==> config.mk <==
export PLATFORM = sky130hd
export DESIGN_NAME = gray_bmp_expand
export DESIGN_NICKNAME = d
export VERILOG_FILES = /design/src/rtl/gray_bmp_expand.sv
export SDC_FILE = /design/constraint.sdc
export NUM_CORES = 1
export LEC_CHECK = 0
export CAP_MARGIN = 15
export CORE_MARGIN = 4
export CORE_UTILIZATION = 40
export CTS_CLUSTER_SIZE = 24
export DETAILED_ROUTE_END_ITERATION = 10
export HOLD_SLACK_MARGIN = 0.02
export PLACE_DENSITY = 0.64
export SLEW_MARGIN = 0
export SYNTH_ARGS = -nofsm -noshare
export SYNTH_HDL_FRONTEND = slang
export SYNTH_SLANG_ARGS = --single-unit
==> constraint.sdc <==
create_clock -name clk -period 2.1 [get_ports clk]
set_input_delay 0.21 -clock clk [delete_from_list [all_inputs] [get_ports clk]]
set_output_delay 0.21 -clock clk [all_outputs]
set_load 0.02 [all_outputs]
==> src/rtl/gray_bmp_expand.sv <==
// gray_bmp_expand
//
// Reads a frame buffer that holds a BMP header followed by one gray byte per
// pixel, and streams a 24-bit BMP byte stream: header bytes verbatim, then
// each gray byte three times (B, G, R). One RAM read is in flight at most.
//
// Ports:
//   clk        clock, everything on the rising edge
//   rst_n      asynchronous reset, ACTIVE-HIGH despite the legacy name
//   start      one-cycle pulse that begins a frame; only looked at in IDLE
//   RAM_valid  RAM read enable (only in FETCH)
//   RAM_addr   RAM read address (0 outside FETCH)
//   RAM_Q      RAM read data, valid the cycle after RAM_valid
//   out_valid  out_data carries a stream byte
//   out_data   stream byte (0 outside EMIT)
//   out_ready  consumer accepts the byte when out_valid && out_ready
//   busy       high in every state except IDLE
//   done       one-cycle pulse after the last byte is accepted
module gray_bmp_expand #(
    parameter int BYTE_WIDTH  = 8,
    parameter int ADDR_WIDTH  = 20,
    parameter int HEADER_SIZE = 54,
    parameter int PIXEL_COUNT = 65536
) (
    input  logic                  clk,
    input  logic                  rst_n,
    input  logic                  start,
    output logic                  RAM_valid,
    output logic [ADDR_WIDTH-1:0] RAM_addr,
    input  logic [BYTE_WIDTH-1:0] RAM_Q,
    output logic                  out_valid,
    output logic [BYTE_WIDTH-1:0] out_data,
    input  logic                  out_ready,
    output logic                  busy,
    output logic                  done
);

    localparam int TOTAL_BYTES = HEADER_SIZE + 3 * PIXEL_COUNT;
    localparam int CNT_WIDTH   = $clog2(TOTAL_BYTES + 1);

    localparam logic [ADDR_WIDTH-1:0] HDR_END   = ADDR_WIDTH'(HEADER_SIZE);
    localparam logic [ADDR_WIDTH-1:0] FRAME_END = ADDR_WIDTH'(HEADER_SIZE + PIXEL_COUNT);
    localparam logic [CNT_WIDTH-1:0]  LAST_CNT  = CNT_WIDTH'(TOTAL_BYTES - 1);

    typedef enum logic [2:0] {
        IDLE  = 3'd0,
        FETCH = 3'd1,
        LATCH = 3'd2,
        EMIT  = 3'd3,
        FIN   = 3'd4
    } state_t;

    state_t                  state_reg,   state_next;
    logic [ADDR_WIDTH-1:0]   rd_addr_reg, rd_addr_next;
    logic [1:0]              rep_cnt_reg, rep_cnt_next;
    logic [CNT_WIDTH-1:0]    out_cnt_reg, out_cnt_next;
    logic [BYTE_WIDTH-1:0]   data_reg,    data_next;

    // The reset input is active-high; it only keeps its historical name.
    always_ff @(posedge clk or posedge rst_n) begin
        if (rst_n) begin
            state_reg   <= IDLE;
            rd_addr_reg <= '0;
            rep_cnt_reg <= '0;
            out_cnt_reg <= '0;
            data_reg    <= '0;
        end else begin
            state_reg   <= state_next;
            rd_addr_reg <= rd_addr_next;
            rep_cnt_reg <= rep_cnt_next;
            out_cnt_reg <= out_cnt_next;
            data_reg    <= data_next;
        end
    end

    always_comb begin
        state_next   = state_reg;
        rd_addr_next = rd_addr_reg;
        rep_cnt_next = rep_cnt_reg;
        out_cnt_next = out_cnt_reg;
        data_next    = data_reg;

        RAM_valid = 1'b0;
        RAM_addr  = '0;
        out_valid = 1'b0;
        out_data  = '0;
        busy      = 1'b1;
        done      = 1'b0;

        case (state_reg)
            IDLE: begin
                busy = 1'b0;
                if (start) begin
                    state_next   = FETCH;
                    rd_addr_next = '0;
                    rep_cnt_next = '0;
                    out_cnt_next = '0;
                end
            end

            FETCH: begin
                RAM_valid  = 1'b1;
                RAM_addr   = rd_addr_reg;
                state_next = LATCH;
            end

            LATCH: begin
                data_next    = RAM_Q;
                rd_addr_next = rd_addr_reg + ADDR_WIDTH'(1);
                state_next   = EMIT;
            end

            EMIT: begin
                out_valid = 1'b1;
                out_data  = data_reg;
                if (out_ready) begin
                    out_cnt_next = out_cnt_reg + CNT_WIDTH'(1);
                    // rd_addr already points one past the byte on display,
                    // so "<= HEADER_SIZE" means the byte came from the header.
                    if (rd_addr_reg <= HDR_END) begin
                        state_next = (out_cnt_reg == LAST_CNT) ? FIN : FETCH;
                    end else if (rep_cnt_reg == 2'd2) begin
                        rep_cnt_next = '0;
                        state_next   = (rd_addr_reg == FRAME_END) ? FIN : FETCH;
                    end else begin
                        rep_cnt_next = rep_cnt_reg + 2'd1;
                    end
                end
            end

            FIN: begin
                done       = 1'b1;
                state_next = IDLE;
            end

            default: begin
                state_next = IDLE;
            end
        endcase
    end

endmodule

* After elaboration in Yosys (flattened, before gate mapping) *
Index checks and enable logic that the tools add are counted.

operators by class
  $add $sub $neg = 3
  magnitude comparators = 1
  equality and inequality tests = 11
  multiplexer cells = 23
  reductions and logical operators = 7

operator list
  cell                     number
  $mux W20                 2
  $pmux W20 S2             1
  $mux W18                 2
  $pmux W18 S2             1
  $add A20 B1 Y20 const B  1
  $eq A20 B17 Y1 const B   1
  $le A20 B6 Y1 const B    1
  $add A18 B1 Y18 const B  1
  $eq A18 B18 Y1 const B   1
  $mux W3                  6
  $pmux W3 S4              1
  $mux W2                  4
  $mux W8                  1
  $eq A3 B2 Y1 const B     2
  $ne A2 B2 Y1 const B     3
  $reduce_and A3 Y1        2
  $mux W1                  4
  $pmux W2 S2              1
  $reduce_and A4 Y1        1
  $reduce_bool A2 Y1       2
  $eq A3 B1 Y1 const B     1
  $eq A3 B3 Y1 const B     1
  $logic_not A3 Y1         1
  $ne A3 B3 Y1 const B     1
  other kinds (3)          3

storage, ports and cells
  bits in registers = 51
  bits of input ports = 12
  logic and storage cells = 50

* Logic depth before layout (Yosys ltp) *
  depth after elaboration = 6
  depth in mapped cells = 7

* Worst setup path before layout *
OpenSTA, ideal clock, no wires.

  path type = flip-flop to flip-flop
  from = register state_reg[0]
  to = register out_cnt_reg[13]
  data arrival time = 1700 ps
  required time = 1971 ps
  slack = 270 ps
  stages on the path, launching flop included = 8
  buffers on the path = 2
  cells stage by stage = dfrtp_1 buf_6 or3b_4 a211o_1 buf_6 nor4_2 xnor2_1 nor2_2

on the way
  longest elaborated chain between the ends = 3

RTL lines
  element                                                       RTL line  source
  start, declared                                               53        state_t state_reg, state_next;
  start signal, assigned                                        68        state_reg <= state_next;
  $eq A3 B2 Y1 or $logic_not A3 Y1 (tied branches)              90        case (state_reg)
  $ne A2 B2 Y1 (no line) or $reduce_bool A2 Y1 (tied branches)  n/a
  $reduce_and A3 Y1 (no line)                                   n/a
  end signal, assigned                                          71        out_cnt_reg <= out_cnt_next;
  end, declared                                                 56        logic [CNT_WIDTH-1:0] out_cnt_reg, out_cnt_next;

Several ways; a longest one is shown, not always the timed one.
A chain may end at the register's enable or synchronous reset.

* Final worst setup path *
  from = register state_reg[0]
  to = output port done

on the way
  longest elaborated chain between the ends = 2

RTL lines
  element        RTL line  source
  $eq A3 B3 Y1   90
  $mux W1        90
  end, declared  35        output logic done

No other way between the ends.

==> results.md <==
- Setup repair after global routing left no endpoint under its margin.
- The average routed wire per standard cell is 14.5 um.
- The tool flagged a number of max-cap violations equal to 0.
- The combined flip-flop and latch cell area is 1280 um^2.
- The flow ran to the end, and the final reports show no timing, DRC or antenna violations.
- With fillers left out, the area of the finished cells amounts to 3630 um^2.
- The number of nets in the synthesized netlist is 346.
- The count of nets left with antenna violations once routing finished came out at 0.
- The async set-reset flop share out of synthesis is 100%.
- The finished layout holds 486 standard cells, fillers aside.
- Once the floorplan was initialized, standard cells occupied 41.8% of the core.
- The clock root buffer is sky130_fd_sc_hd__clkbuf_8.
- The total congestion overflow after global routing is 0.
- Wires add up to 7.06 mm.
- The number of enable-type register cells in the synthesized netlist is 0.
- The initial antenna violation count is 0.
- The setup check on the worst reg-to-reg path leaves a slack of 110 ps.
- The sequential fraction of the synthesis area is 44.2%.
- In this run the static leakage power is 1.72 nW.
- On the final layout, the worst clock skew is 3.62 ps.
- Subtracting the final worst setup slack from the clock period gives 2010 ps.
- The clock buffer count from CTS is 5.
- The type of the worst min-delay path is in2async.
- The number of antenna diodes in the final layout is 0.
- The residual DRC count is 0.
- For this run, the detailed router's first-pass iteration total came to 4.
- Dividing the final minimum period by the clock period gives 95.7%.
- Static timing analysis puts the maximum clock frequency at 498 MHz.
- The most used flip-flop cell after synthesis is sky130_fd_sc_hd__dfrtp_1.
- The slew at the pin with the worst max-slew slack is 472 ps.
- The via count of the first global-routing pass was 2,537.
- The number of flip-flops under the largest register name is 20.
- The library cells used most frequently in the layout, excluding fill and tap cells, are 52 x sky130_fd_sc_hd__nand2_1, 50 x sky130_fd_sc_hd__dfrtp_1, 28 x sky130_fd_sc_hd__and2_1.
- The filler cells instantiated in the layout total 676.
- The area enclosed by the die boundary is 8640 um^2.
- The tightest slew margin relative to the limit is 68.3%.
- The total clock sinks is 51.
- The average cell area after synthesis is 8.75 um^2.
- The post-synthesis cell type count is 46.
- The standard-cell row count is 30.
- Summing all multi-input logic gate instances after layout gives 1510 um^2.
- Routability-driven placement finished with a final weighted congestion of 0.804.
- Clock-pin slew was measured on the worst setup and hold paths at 90 ps.
- The count of buffers added on input and output ports is 43.
- From synthesis to final layout, the design area changed by 25.6%.
- Once placement finished, the instance area stood at 3530 um^2.
- STA puts the critical path data required time at 1890 ps.
- Once the clock tree was built, the setup fixing pass inserted 0 buffers.
- The arrival time of the worst setup path is 1800 ps.
- The cell count after synthesis is 330.
- The final max-slew violation count is 0.
- Detailed placement ended at an HPWL of 5.05 mm.
- Global routing consumed, over all layers together, 17.2% of the routing resources.
- The flop and latch count out of synthesis is 51.
- The horizontal die dimension is 93.0 um.
- Once placement completed, the tool counted placed cells totaling 477.
- The total power density per cell area is 1310 nW/um^2.
- After the last flow step, the layout net total stands at 405.
- For this block, the initial DRC count from the detailed router was 168.
- The startpoint type of the worst setup path is a register.
- The fraction of final layout cells sized beyond drive strength 1 is 11.3%.
- For this run, the number of Yosys warnings is 0.
- The number of H-tree branching levels is 2.
- The die is 93.0 um tall.
- The longest clock path from root to sink contains 2 buffers.
- The number of hold violations in the final report is 0.
- The global-route wire length before repair is 12.1 mm.
- Pin placement for this block handled 44 I/O pins.
- STA classifies the critical path endpoint as a primary output.
- The maximum fanout encountered on the critical timing path is 8.
- The clock latency on the worst-skew pair is 300 ps.
- The core region area is 6910 um^2.
- The number of vias per cell is 5.29.
- The pin count of the biggest net entering global routing is 22.
- The mapped netlist covers 2890 um^2.
- Setup violations remaining at the end of the flow were counted as 0.
- The leading cell type in the layout, fill and taps excluded is sky130_fd_sc_hd__nand2_1.
- The TritonCTS clock tree is yes.
- By startpoint and endpoint, the worst setup path is classified as reg2out.
- The worst slack on hold paths is 214 ps.
- Across all layers, the routed design uses 2,570 vias.
- Across the VDD grid, the largest voltage drop is 0.635 mV.
worst paths after layout:
check | from | to | cells after the start
worst max-delay path | state_reg[0] | done | 3
worst min register to register | data_reg[4] | data_reg[4] | 2
max in group asynchronous | rst_n | out_cnt_reg[14] | 3
min in group clk | RAM_Q[5] | data_reg[5] | 3
worst max register to register | out_cnt_reg[1] | state_reg[0] | 7
worst min-delay path | rst_n | rd_addr_reg[13] | 2
routing by layer:
layer | vias up | wire (um) | global-route usage (%)
met5 | - | 0 | 0
met4 | 0 | 87 | 4.52
met3 | 12 | 378 | 3.90
met2 | 72 | 3240 | 27.5
met1 | 1214 | 3350 | 23.5
li1 | 1272 | - | -
power by group:
| part | internal [W] | switching [W] | total (W) |
|---|---|---|---|
| registers | 0.00138 | 0.000452 | 0.00183 |
| logic | 0.00103 | 0.00130 | 0.00233 |
| clock network | 0.000234 | 0.000332 | 0.000566 |
| total | 0.00265 | 0.00209 | 0.00473 |
through the flow:
| step | setup TNS [ps] | power, W | util, % | worst slack, ps |
|---|---|---|---|---|
| global placement | -222 | 0.00419 | 51.2 | -53.5 |
| global route | 0 | 0.00513 | 52.5 | 10.3 |
| detailed placement | -627 | 0.00424 | 51.2 | -97.9 |
| floorplan | 0 | 0.00326 | - | 270 |
| CTS | 0 | 0.00478 | 52.1 | 21.0 |
| finish | 0 | 0.00473 | 52.5 | 90.0 |
what timing repair did:
item,4_1_cts,5_1_grt
endpoints found under the setup margin,30,8
hold buffers,0,0
pin swaps,1,0
gates cloned,0,0
resized for setup,26,8
Yosys cell counts (3+ instances only):
master	instances	share of area [%]
sky130_fd_sc_hd__and4_1	5	1.5
sky130_fd_sc_hd__or3_1	5	1.1
sky130_fd_sc_hd__inv_1	13	1.7
sky130_fd_sc_hd__and2_1	28	6.1
sky130_fd_sc_hd__buf_2	3	0.52
sky130_fd_sc_hd__xnor2_1	10	3.0
sky130_fd_sc_hd__clkbuf_1	8	1.0
sky130_fd_sc_hd__mux2i_1	4	1.4
sky130_fd_sc_hd__or4_1	3	0.78
sky130_fd_sc_hd__o21a_1	3	0.78
sky130_fd_sc_hd__nor4_1	5	1.1
sky130_fd_sc_hd__o211ai_1	3	0.78
sky130_fd_sc_hd__nand4_1	7	1.5
sky130_fd_sc_hd__xor2_1	3	0.91
sky130_fd_sc_hd__nor3_1	13	2.3
sky130_fd_sc_hd__ha_1	4	1.7
sky130_fd_sc_hd__nand3_1	18	3.1
sky130_fd_sc_hd__dfrtp_1	51	44
sky130_fd_sc_hd__nor2_1	22	2.9
sky130_fd_sc_hd__o21ai_0	22	3.8
sky130_fd_sc_hd__o31ai_1	5	1.3
sky130_fd_sc_hd__nand2_1	52	6.8
sky130_fd_sc_hd__a21oi_1	13	2.3
cells by family after synthesis:
| group | synth area share [%] |
|---|---|
| XOR/XNOR | 3.94 |
| multiplexers | 2.17 |
| adder cells (fa/ha/maj) | 1.73 |
| flip-flops | 44.2 |
| AND/OR/NAND/NOR | 32.1 |
| AO/OA/AOI/OAI | 11.9 |
| buffers and inverters | 4.03 |
worst max-delay path: stages, from the launching register on:
cell and delay (ps):
sky130_fd_sc_hd__dfrtp_2 490, sky130_fd_sc_hd__buf_4 170, sky130_fd_sc_hd__nor3_1 200, sky130_fd_sc_hd__clkdlybuf4s50_1 640
cell type report:
class | count | area share (%)
clock buffer | 6 | 2.00
timing repair buffer | 65 | 16.1
multi-input combinational | 253 | 41.5
sequential | 51 | 35.2
clock inverter | 2 | 0.345
inverter | 13 | 1.41
tap | 96 | 3.31
(Power assumes the default switching activity.)
